`src/rtl/div_unit_pkg.sv`:
```
// Shared definitions for the multicycle divider: FSM states, iteration count
// and the iteration counter width.
package div_unit_pkg;

   typedef enum logic [1:0] {
      IDLE = 2'd0,
      CALC = 2'd1,
      FIX  = 2'd2
   } div_state_e;

   localparam int DIV_ITERS = 32;
   localparam int CNT_W     = 6;

endpackage

```
`src/rtl/div_unit.sv`:
```
// Multicycle signed restoring divider: quotient to LOW (lo), remainder to HIGH (hi),
// with a divide-by-zero pulse back to the control FSM.
module div_unit
   import div_unit_pkg::*;
#(
   parameter int WIDTH = 32
) (
   input  logic             clk,
   input  logic             reset,
   input  logic             start,
   input  logic [WIDTH-1:0] dividend,
   input  logic [WIDTH-1:0] divisor,
   output logic [WIDTH-1:0] hi,
   output logic [WIDTH-1:0] lo,
   output logic             busy,
   output logic             done,
   output logic             div_zero
);

   div_state_e state, state_nxt;

   logic [CNT_W-1:0]   count;
   logic [WIDTH:0]     rem;
   logic [WIDTH-1:0]   quo;
   logic [WIDTH-1:0]   dvs_mag;
   logic               q_neg;
   logic               r_neg;

   logic signed [WIDTH-1:0] dividend_s;
   logic signed [WIDTH-1:0] divisor_s;
   logic [WIDTH:0]          rem_shift;
   logic [WIDTH:0]          rem_trial;

   // Magnitude as an unsigned value; the most negative input maps to itself,
   // which is exactly 2^31 when read as unsigned.
   function automatic logic [WIDTH-1:0] mag(input logic signed [WIDTH-1:0] v);
      logic signed [WIDTH-1:0] n;
      n = -v;
      return v[WIDTH-1] ? WIDTH'(n) : WIDTH'(v);
   endfunction

   function automatic logic [WIDTH-1:0] neg_if(input logic [WIDTH-1:0] v, input logic n);
      return n ? WIDTH'(-v) : v;
   endfunction

   assign dividend_s = dividend;
   assign divisor_s  = divisor;
   assign busy       = (state != IDLE);

   // One shift-and-trial-subtract step; the top bit of the trial is its sign.
   always_comb begin
      rem_shift = {rem[WIDTH-1:0], quo[WIDTH-1]};
      rem_trial = rem_shift - {1'b0, dvs_mag};
   end

   always_ff @(posedge clk) begin
      if (reset) begin
         state <= IDLE;
      end else begin
         state <= state_nxt;
      end
   end

   always_comb begin
      state_nxt = state;
      case (state)
         IDLE:    if (start && (divisor != '0)) state_nxt = CALC;
         CALC:    if (count == CNT_W'(DIV_ITERS - 1)) state_nxt = FIX;
         FIX:     state_nxt = IDLE;
         default: state_nxt = IDLE;
      endcase
   end

   always_ff @(posedge clk) begin
      if (reset) begin
         count    <= '0;
         rem      <= '0;
         quo      <= '0;
         dvs_mag  <= '0;
         q_neg    <= 1'b0;
         r_neg    <= 1'b0;
         hi       <= '0;
         lo       <= '0;
         done     <= 1'b0;
         div_zero <= 1'b0;
      end else begin
         done     <= 1'b0;
         div_zero <= 1'b0;
         case (state)
            IDLE: begin
               if (start) begin
                  if (divisor == '0) begin
                     div_zero <= 1'b1;
                  end else begin
                     quo     <= mag(dividend_s);
                     rem     <= '0;
                     dvs_mag <= mag(divisor_s);
                     q_neg   <= dividend_s[WIDTH-1] ^ divisor_s[WIDTH-1];
                     r_neg   <= dividend_s[WIDTH-1];
                     count   <= '0;
                  end
               end
            end
            CALC: begin
               if (!rem_trial[WIDTH]) begin
                  rem <= rem_trial;
                  quo <= {quo[WIDTH-2:0], 1'b1};
               end else begin
                  rem <= rem_shift;
                  quo <= {quo[WIDTH-2:0], 1'b0};
               end
               count <= count + CNT_W'(1);
            end
            FIX: begin
               lo   <= neg_if(quo, q_neg);
               hi   <= neg_if(rem[WIDTH-1:0], r_neg);
               done <= 1'b1;
            end
            default: ;
         endcase
      end
   end

endmodule
```
`config.mk`:
```
export PLATFORM = sky130hd
export DESIGN_NAME = div_unit
export DESIGN_NICKNAME = d
export VERILOG_FILES = /design/src/rtl/div_unit_pkg.sv /design/src/rtl/div_unit.sv
export SDC_FILE = /design/constraint.sdc
export NUM_CORES = 1
export LEC_CHECK = 0
export ABC_CLOCK_PERIOD_IN_PS = 8500
export CAP_MARGIN = 20
export CORE_MARGIN = 1
export CORE_UTILIZATION = 61
export CTS_CLUSTER_DIAMETER = 80
export CTS_CLUSTER_SIZE = 24
export DETAILED_ROUTE_END_ITERATION = 10
export PLACE_DENSITY = 0.84
export SLEW_MARGIN = 15
export SYNTH_ARGS = -nofsm -noshare
export SYNTH_HDL_FRONTEND = slang
export SYNTH_SLANG_ARGS = --single-unit
```
`constraint.sdc`:
```
create_clock -name clk -period 8.5 [get_ports clk]
set_input_delay 2.125 -clock clk [delete_from_list [all_inputs] [get_ports clk]]
set_output_delay 2.125 -clock clk [all_outputs]
set_load 0.02 [all_outputs]
```
======== Word-level counts from Yosys, hierarchy flattened ========
Cells that the tools add are included.
word-level totals
  input bits .............................. 67
  bits in registers ....................... 172
  output and inout bits ................... 67
operators by class
  reduce and logical (&&, ||, !) cells .... 10
  eq/ne operators ......................... 7
  muxes and demuxes ....................... 20
  bitwise logic cells ..................... 4
  $add $sub $neg .......................... 6
operators with widths
  operator             number
  $mux 32              9
  $neg 32->32          4
  $pmux 32 s2          2
  $sub 33x32->33       1
  $logic_not 32->1     1
  $reduce_bool 32->1   1
  $mux 6               2
  $pmux 6 s2           1
  $ne 2x2->1 const B   4
  $add 6x1->6 const B  1
  $eq 6x5->1 const B   1
  $reduce_and 3->1     2
  $mux 2               2
  $pmux 2 s2           1
  $reduce_bool 2->1    2
  $mux 1               3
  $not 1->1            3
  $reduce_or 3->1      1
  $eq 2x1->1 const B   1
  $eq 2x2->1 const B   1
  $logic_not 2->1      1
  $reduce_and 2->1     1
  $logic_and 1x1->1    1
  $xor 1x1->1          1

======== Longest topological paths before layout ========
Gate-level depths: netlist of run 1.
  word-level depth ........................ 5
  gate-level depth with buffers ........... 13
  depth with buffers taken out ............ 12

======== Worst setup path after synthesis of run 1 ========
OpenSTA, ideal clock, no wires.
  path type ............................... input -> register
  start ................................... input divisor[16]
  end ..................................... register quo[29]
  library setup time ...................... 122 ps
  stages on the path ...................... 10
  slack ................................... 3754 ps
  data arrival time ....................... 4624 ps
  cells stage by stage .................... or4_1 -> or4_1 -> or2_0 -> or4b_1 -> nand2_2 -> or2_1 -> buf_2 -> buf_6 -> nor3_1 -> a221o_1
on the way
  cells in the longest elaborated chain, start to end .. 3
ends and longest elaborated chain
  what                               RTL line         text
  start, declared                    div_unit.sv:12   input logic [WIDTH-1:0] divisor,
  $logic_not 32->1                   div_unit.sv:92   if (divisor == '0) begin
  $ne 2x2->1 (no source line)        n/a
  $reduce_and 3->1 (no source line)  n/a
  end signal, assigned               div_unit.sv:95   quo <= mag(dividend_s);
  end signal, assigned               div_unit.sv:107  quo <= {quo[WIDTH-2:0], 1'b1};
  end signal, assigned               div_unit.sv:110  quo <= {quo[WIDTH-2:0], 1'b0};
  end, declared                      div_unit.sv:24   logic [WIDTH-1:0] quo;
Every way passes these cells.
A chain may end at the register's enable or synchronous reset.

======== Worst setup path in the final report of run 1 ========
  start ................................... input divisor[16]
  end ..................................... register rem[29]
on the way
  cells in the longest elaborated chain, start to end .. 3
ends and longest elaborated chain
  what                               RTL line         text
  $logic_not 32->1                   div_unit.sv:92
  $ne 2x2->1 (no source line)        n/a
  $reduce_and 3->1 (no source line)  n/a
  end signal, assigned               div_unit.sv:106  rem <= rem_trial;
  end signal, assigned               div_unit.sv:109  rem <= rem_shift;
  end, declared                      div_unit.sv:23   logic [WIDTH:0] rem;
Every way passes these cells.

==> out/qor.yml, run 1 <==
placed_design:
  hpwl_mm: 20.2
  gp_congestion: 0.944
  io_buffer_count: 133
yosys:
  synth_cell_type_count: 71
  syn_nets: 1470
  synthFlopType: "dfxtp_1"
  syn-cell-area_um2: 10800
  ys_ff_latch: 172
  synth_edf_count: 0
  synth_cells: 1365
  async_flop_share_pct: 0
  ys_seq_area_share_pct: 32.0
  yosysWarnings: 0
  syn_area_per_cell_um2: 7.89
setup_path:
  arrival_ns: 6.02
  crit_type: "input port to flip-flop"
  startpoint_type: "input port"
  endpoint_kind: "flip-flop"
  r2r_cells: 12
  worstPathRequired_ns: 8.88
  cp_max_fo: 36
die:
  die_h_um: 135
  fp.dieW_um: 135
  die_area_um2: 18200
  rows: 48
  core-area_um2: 17300
  start_util_pct: 62.3
  ios: 134
final_layout:
  area_growth_pct: 18.1
  nFillCells: 1380
  multi_input_area_um2: 6760
  most-common-layout-cells: "dfxtp_1, nand2_1, nor2_1"
  antenna_cells: 0
  fin_nets: 1541
  postLayoutCoreUtil_pct: 73.5
  regArea_um2: 3440
  final_common_cell: "dfxtp_1"
  drive_above_1_share_pct: 4.90
status:
  status: "finished clean"
global_routing:
  grt_pass1_vias: 9042
  grt_usage_pct: 31.2
  grt_pass1_wl_mm: 45.5
  antenna_found_initial: 0
  grt_overflow: 0
  grt_max_degree: 115
sta:
  setup_viol: 0
  finalSetupTns_ns: 0
  worstMarginPinSlew_ns: 1.06
  min_period_over_period_pct: 66.3
  slew_violations: 0
  fmax_mhz: 177
  hold_viol_final: 0
  period_needed_ns: 5.64
  slew-limit-headroom_pct: 29.0
  hold_slack_ns: 0.453
  finClkSkew_ns: 0.0143
  rsz0062_at_grt: "false"
clock_tree:
  cts_setup_buffers: 0
  post_cts_resized: 0
  clk_latency_ns: 0.45
  h-tree-depth: 4
  cts_root_buf: "clkbuf_16"
  cts_buffers: 17
  cts_hold_buf: 0
  cts_tree: "done"
  cts_buffer_depth: 2
  cts_sinks: 172
  clkSlewWorstSetupHoldPaths_ns: 0.07
route:
  routed_via_density: 6.12
  drc_errors: 0
  vias: 10300
  wl_met1_mm: 13.3
  drt_iter0_drc: 929
  wl_per_cell_um: 16.8
  drtAntennaViolNets: 0
  routed.top_layer: "met4"
  wl_met3_mm: 2.46
  route.met2.wl_mm: 11.7
  dr.pass1.iters: 5
  totalWireLength_mm: 28.1
job:
  drv_cap: 0
power:
  ir_worst_vdd_mv: 0.171
  power_per_cell_area_nw_per_um2: 201
  finalPower_mw: 2.55
  p_leak_nw: 4.76
worst_hold_path:
  hold_depth: 2
  min_path_type: "flip-flop to flip-flop"
sequential cells by signal, summed over array words and instances (netlist names):
signal and cells:
state 2, count 6, quo 32, r_neg 1, rem 32, div_zero 1
done 1, lo 32, dvs_mag 32, q_neg 1, hi 32
kinds of logic after synthesis:
| logic type | count (synthesis) | synth area share, % |
|---|---|---|
| buffers and inverters | 143 | 5.48 |
| multiplexers | 13 | 1.22 |
| XOR/XNOR | 144 | 11.7 |
| flip-flops | 172 | 32.0 |
| AO/OA/AOI/OAI | 409 | 26.0 |
| AND/OR/NAND/NOR | 446 | 19.2 |
| adder cells (fa/ha/maj) | 38 | 4.48 |
cell usage after synthesis (13+ instances only):
cell type | number | area [um^2]
nor2_1 | 141 | 529
inv_1 | 54 | 203
o211ai_1 | 29 | 218
nand3_1 | 19 | 95.1
xor2_1 | 98 | 858
a32oi_1 | 18 | 158
nor3_1 | 19 | 95.1
ha_1 | 37 | 463
a21oi_1 | 71 | 355
o21ai_1 | 14 | 70.1
nand2_1 | 162 | 608
o21ai_0 | 65 | 325
clkbuf_1 | 71 | 267
o31ai_1 | 40 | 300
a21o_1 | 13 | 97.6
xnor2_1 | 46 | 403
o41ai_1 | 14 | 123
dfxtp_1 | 172 | 3440
or4_1 | 16 | 120
a211oi_1 | 89 | 668
where the power goes:
part | switching (mW) | internal [mW]
clock network | 0.343 | 0.510
registers | 0.0663 | 0.848
logic | 0.464 | 0.322
per-layer routing:
metal,track usage [%],vias to the layer above
li1,-,5073
met5,0,-
met2,45.0,488
met1,46.1,4646
met3,6.87,44
met4,9.43,0
critical path: stages:
cell	delay (ns)
clkdlybuf4s50_1	0.46
or4_1	0.60
or4_1	0.47
or2_0	0.24
or4b_1	0.59
nand2_2	0.18
a21oi_2	0.07
buf_4	0.24
nor2_4	0.71
and2_1	0.22
a221o_1	0.10
final timing paths:
kind	from	to	slack, ns
worst min register to register	hi[29]	hi[29]	0.45
worst max register to register	dvs_mag[17]	rem[29]	4.96
worst min-delay path	hi[29]	hi[29]	0.45
worst max-delay path	divisor[16]	rem[29]	2.86
metrics by stage:
| stage | area (um^2) | std cells | setup slack [ns] |
|---|---|---|---|
| global placement | 12100 | 1641 | 2.57 |
| global route | 12700 | 1674 | 2.67 |
| CTS | 12700 | 1673 | 2.87 |
| detailed placement | 12100 | 1641 | 2.47 |
| floorplan | 10800 | 1365 | 3.75 |
| finish | 12700 | 1674 | 2.86 |
layout make-up:
class	instances	area share, %
Multi-Input combinational cell	1050	53.1
Sequential cell	172	27.1
Timing Repair Buffer	141	11.0
Clock buffer	19	3.56
Tap cell	225	2.21
Inverter	54	1.59
Clock inverter	13	1.48
No activity file was read; power rests on OpenSTA's default activity.
==> run 2, diff against run 1 <==
--- a/config.mk
+++ b/config.mk
@@ -5,14 +5,14 @@
 export SDC_FILE = /design/constraint.sdc
 export NUM_CORES = 1
 export LEC_CHECK = 0
-export ABC_CLOCK_PERIOD_IN_PS = 8500
+export ABC_CLOCK_PERIOD_IN_PS = 5000
 export CAP_MARGIN = 20
 export CORE_MARGIN = 1
-export CORE_UTILIZATION = 61
+export CORE_UTILIZATION = 51
 export CTS_CLUSTER_DIAMETER = 80
 export CTS_CLUSTER_SIZE = 24
 export DETAILED_ROUTE_END_ITERATION = 10
-export PLACE_DENSITY = 0.84
+export PLACE_DENSITY = 0.74
 export SLEW_MARGIN = 15
 export SYNTH_ARGS = -nofsm -noshare
 export SYNTH_HDL_FRONTEND = slang
==> constraint.sdc (replaced) <==
create_clock -name clk -period 5 [get_ports clk]
set_input_delay 1.25 -clock clk [delete_from_list [all_inputs] [get_ports clk]]
set_output_delay 1.25 -clock clk [all_outputs]
set_load 0.02 [all_outputs]
==> out/qor.yml, run 2 (synthesis results as in run 1) <==
setup_path:
  crit_type: "input port to flip-flop"
  endpoint_kind: "flip-flop"
  arrival_ns: 4.70  # -1.32 ns
  path_buf_inv: 2  # unchanged
  critPathTopFamily: "simple AND/OR/NAND/NOR gates"
  worstPathRequired_ns: 5.34  # -3.54 ns
  critical_path.slowest_cell: "or4_1"
  cp_max_fo: 14  # -61%
  max_stage_delay_ns: 0.61  # -0.10 ns
  startpoint_type: "input port"
  rr_startpoint: "rem[9]"
  crit_top_cell: "or4_1"
  path_cells: "clkdlybuf4s50_1 -> or4_1 -> or4_1 -> or2_0 -> or4b_1 -> nand2_2 -> or2_1 -> buf_4 -> nor2_1 -> a211oi_1"
  crit_path_start: "divisor[16]"
clock_tree:
  clk_latency_ns: 0.43  # -0.02 ns
  cts_sinks: 172  # unchanged
  h-tree-depth: 4  # unchanged
  cts_tree: "done"
  cts_buffer_depth: 2  # unchanged
  clkSlewWorstSetupHoldPaths_ns: 0.07  # about the same
  cts_root_buf: "clkbuf_16"
  cts_setup_buffers: 0  # unchanged
  post_cts_resized: 0  # unchanged
  cts_buffers: 17  # unchanged
  cts_hold_buf: 0  # unchanged
final_layout:
  final_common_cell: "dfxtp_1"
  multi_input_area_um2: 6760  # unchanged
  area_growth_pct: 18.4
  antenna_cells: 0  # unchanged
  nFillCells: 1889  # +37%
  fin_nets: 1551  # +0.65%
  drive_above_1_share_pct: 5.35  # +0.45 points
  most-common-layout-cells: "dfxtp_1, nand2_1, nor2_1"
  regArea_um2: 3440  # unchanged
sta:
  rsz0062_at_grt: "false"
  worstMarginPinSlew_ns: 1.04  # -0.0235 ns
  slew_violations: 0  # unchanged
  finalSetupTns_ns: 0  # unchanged
  hold_viol_final: 0  # unchanged
  min_period_over_period_pct: 87.2
  fin_ws_ns: 0.640  # -2.22 ns
  finClkSkew_ns: 0.00950  # -0.00477 ns
  period_needed_ns: 4.36
  slew-limit-headroom_pct: 30.5  # +1.5 points
  fmax_mhz: 229
  setup_viol: 0  # unchanged
placed_design:
  io_buffer_count: 133  # unchanged
  dp_slack_ns: 0.201  # -2.27 ns
  hpwl_mm: 21.0  # +3.8%
  gp_congestion: 0.954  # +1.0%
global_routing:
  grt_pass1_wl_mm: 46.2  # +1.6%
  grt_max_degree: 110  # -4.3%
  grt_overflow: 0  # unchanged
  grt_pass1_vias: 8837  # -2.3%
  antenna_found_initial: 0  # unchanged
  grt_usage_pct: 26.4  # -4.8 points
power:
  intPower_mw: 2.66  # +58%
  p_leak_nw: 4.76  # about the same
  p_sw_share_pct: 35.2  # +0.99 points
  p_sw_mw: 1.45  # +66%
  ir_worst_vdd_mv: 0.200  # +17%
  finalPower_mw: 4.11  # +61%
  power_per_cell_area_nw_per_um2: 322  # +60%
  clkPwrFrac_pct: 29.6  # -3.8 points
  comb_power_share_pct: 32.6  # +1.8 points
  seq_power_share_pct: 37.8  # +2.0 points
route:
  drc_errors: 0  # unchanged
  vias: 10200  # -0.86%
  totalWireLength_mm: 28.3  # +0.90%
  routed_via_density: 5.88  # -4.0%
  drt_iter0_drc: 1000  # +7.6%
  wl_per_cell_um: 16.4  # -2.3%
  drtAntennaViolNets: 0  # unchanged
  dr.pass1.iters: 6  # +1
die:
  fp.dieW_um: 147  # +9.2%
  die_area_um2: 21700  # +19%
  ios: 134  # unchanged
  core-area_um2: 20500  # +18%
  start_util_pct: 52.6  # -9.7 points
  die_h_um: 147  # +9.2%
  rows: 52  # +8.3%
status:
  status: "finished clean"
worst_hold_path:
  hp-start: "dvs_mag[30]"
  min_path_type: "flip-flop to flip-flop"
job:
  drv_cap: 0  # unchanged
==> run 2: cell count changes in the layout (fill, tap and decap cells not counted), sizes merged <==
cell,change
bufinv,-4
buf,+10
clkbuf,+3
clkinv,+4
inv,-3
==> run 2: stage by stage <==
| stage | hold WS, ns | utilization (%) | cell area [um^2] | std cells |
|---|---|---|---|---|
| floorplan | 0.432 | - | 10800 | 1365 |
| global placement | 0.443 | 59.6 | 12200 | 1696 |
| detailed placement | 0.446 | 59.6 | 12200 | 1696 |
| CTS | 0.456 | 62.2 | 12700 | 1728 |
| global route | 0.474 | 62.2 | 12800 | 1729 |
| finish | 0.461 | 62.2 | 12800 | 1729 |
==> run 2: final cells by class <==
type | count | share of cell area (%)
clock buffers | 22 | 3.64
clock inverters | 10 | 0.539
inverters | 54 | 1.59
multi-input cells | 1050 | 53.0
flip-flops and latches | 172 | 27.0
well taps | 270 | 2.65
repair buffers | 151 | 11.6
==> run 2: tightest hold or removal path: stages, from the launching register on <==
cell     delay [ns]
dfxtp_1        0.31
nand2_1        0.05
a21oi_1        0.05
==> run 2: path summary, 6_finish.rpt <==
path	cells past startpoint	endpoint	slack, ns
setup / recovery	10	dvs_mag[9]	0.64
hold / removal	2	dvs_mag[30]	0.46
setup reg to reg	9	rem[29]	1.71
hold reg to reg	2	dvs_mag[30]	0.46
==> run 2: layer usage <==
layer	routed length (um)	GRT usage [%]	vias up
met4	332	6.86	0
met5	0	0	-
met3	2150	3.76	29
met1	14100	40.6	4639
met2	11800	38.0	371
li1	-	-	5124
==> run 2: power by group through the flow <==
stage	Clock (mW)	Sequential (mW)	Combinational [mW]
after global routing	1.29	1.56	1.48
after detailed placement	0	1.58	1.31
final	1.22	1.55	1.34
after floorplan	0	1.53	1.00
after CTS	1.23	1.55	1.32
after global placement	0	1.58	1.29
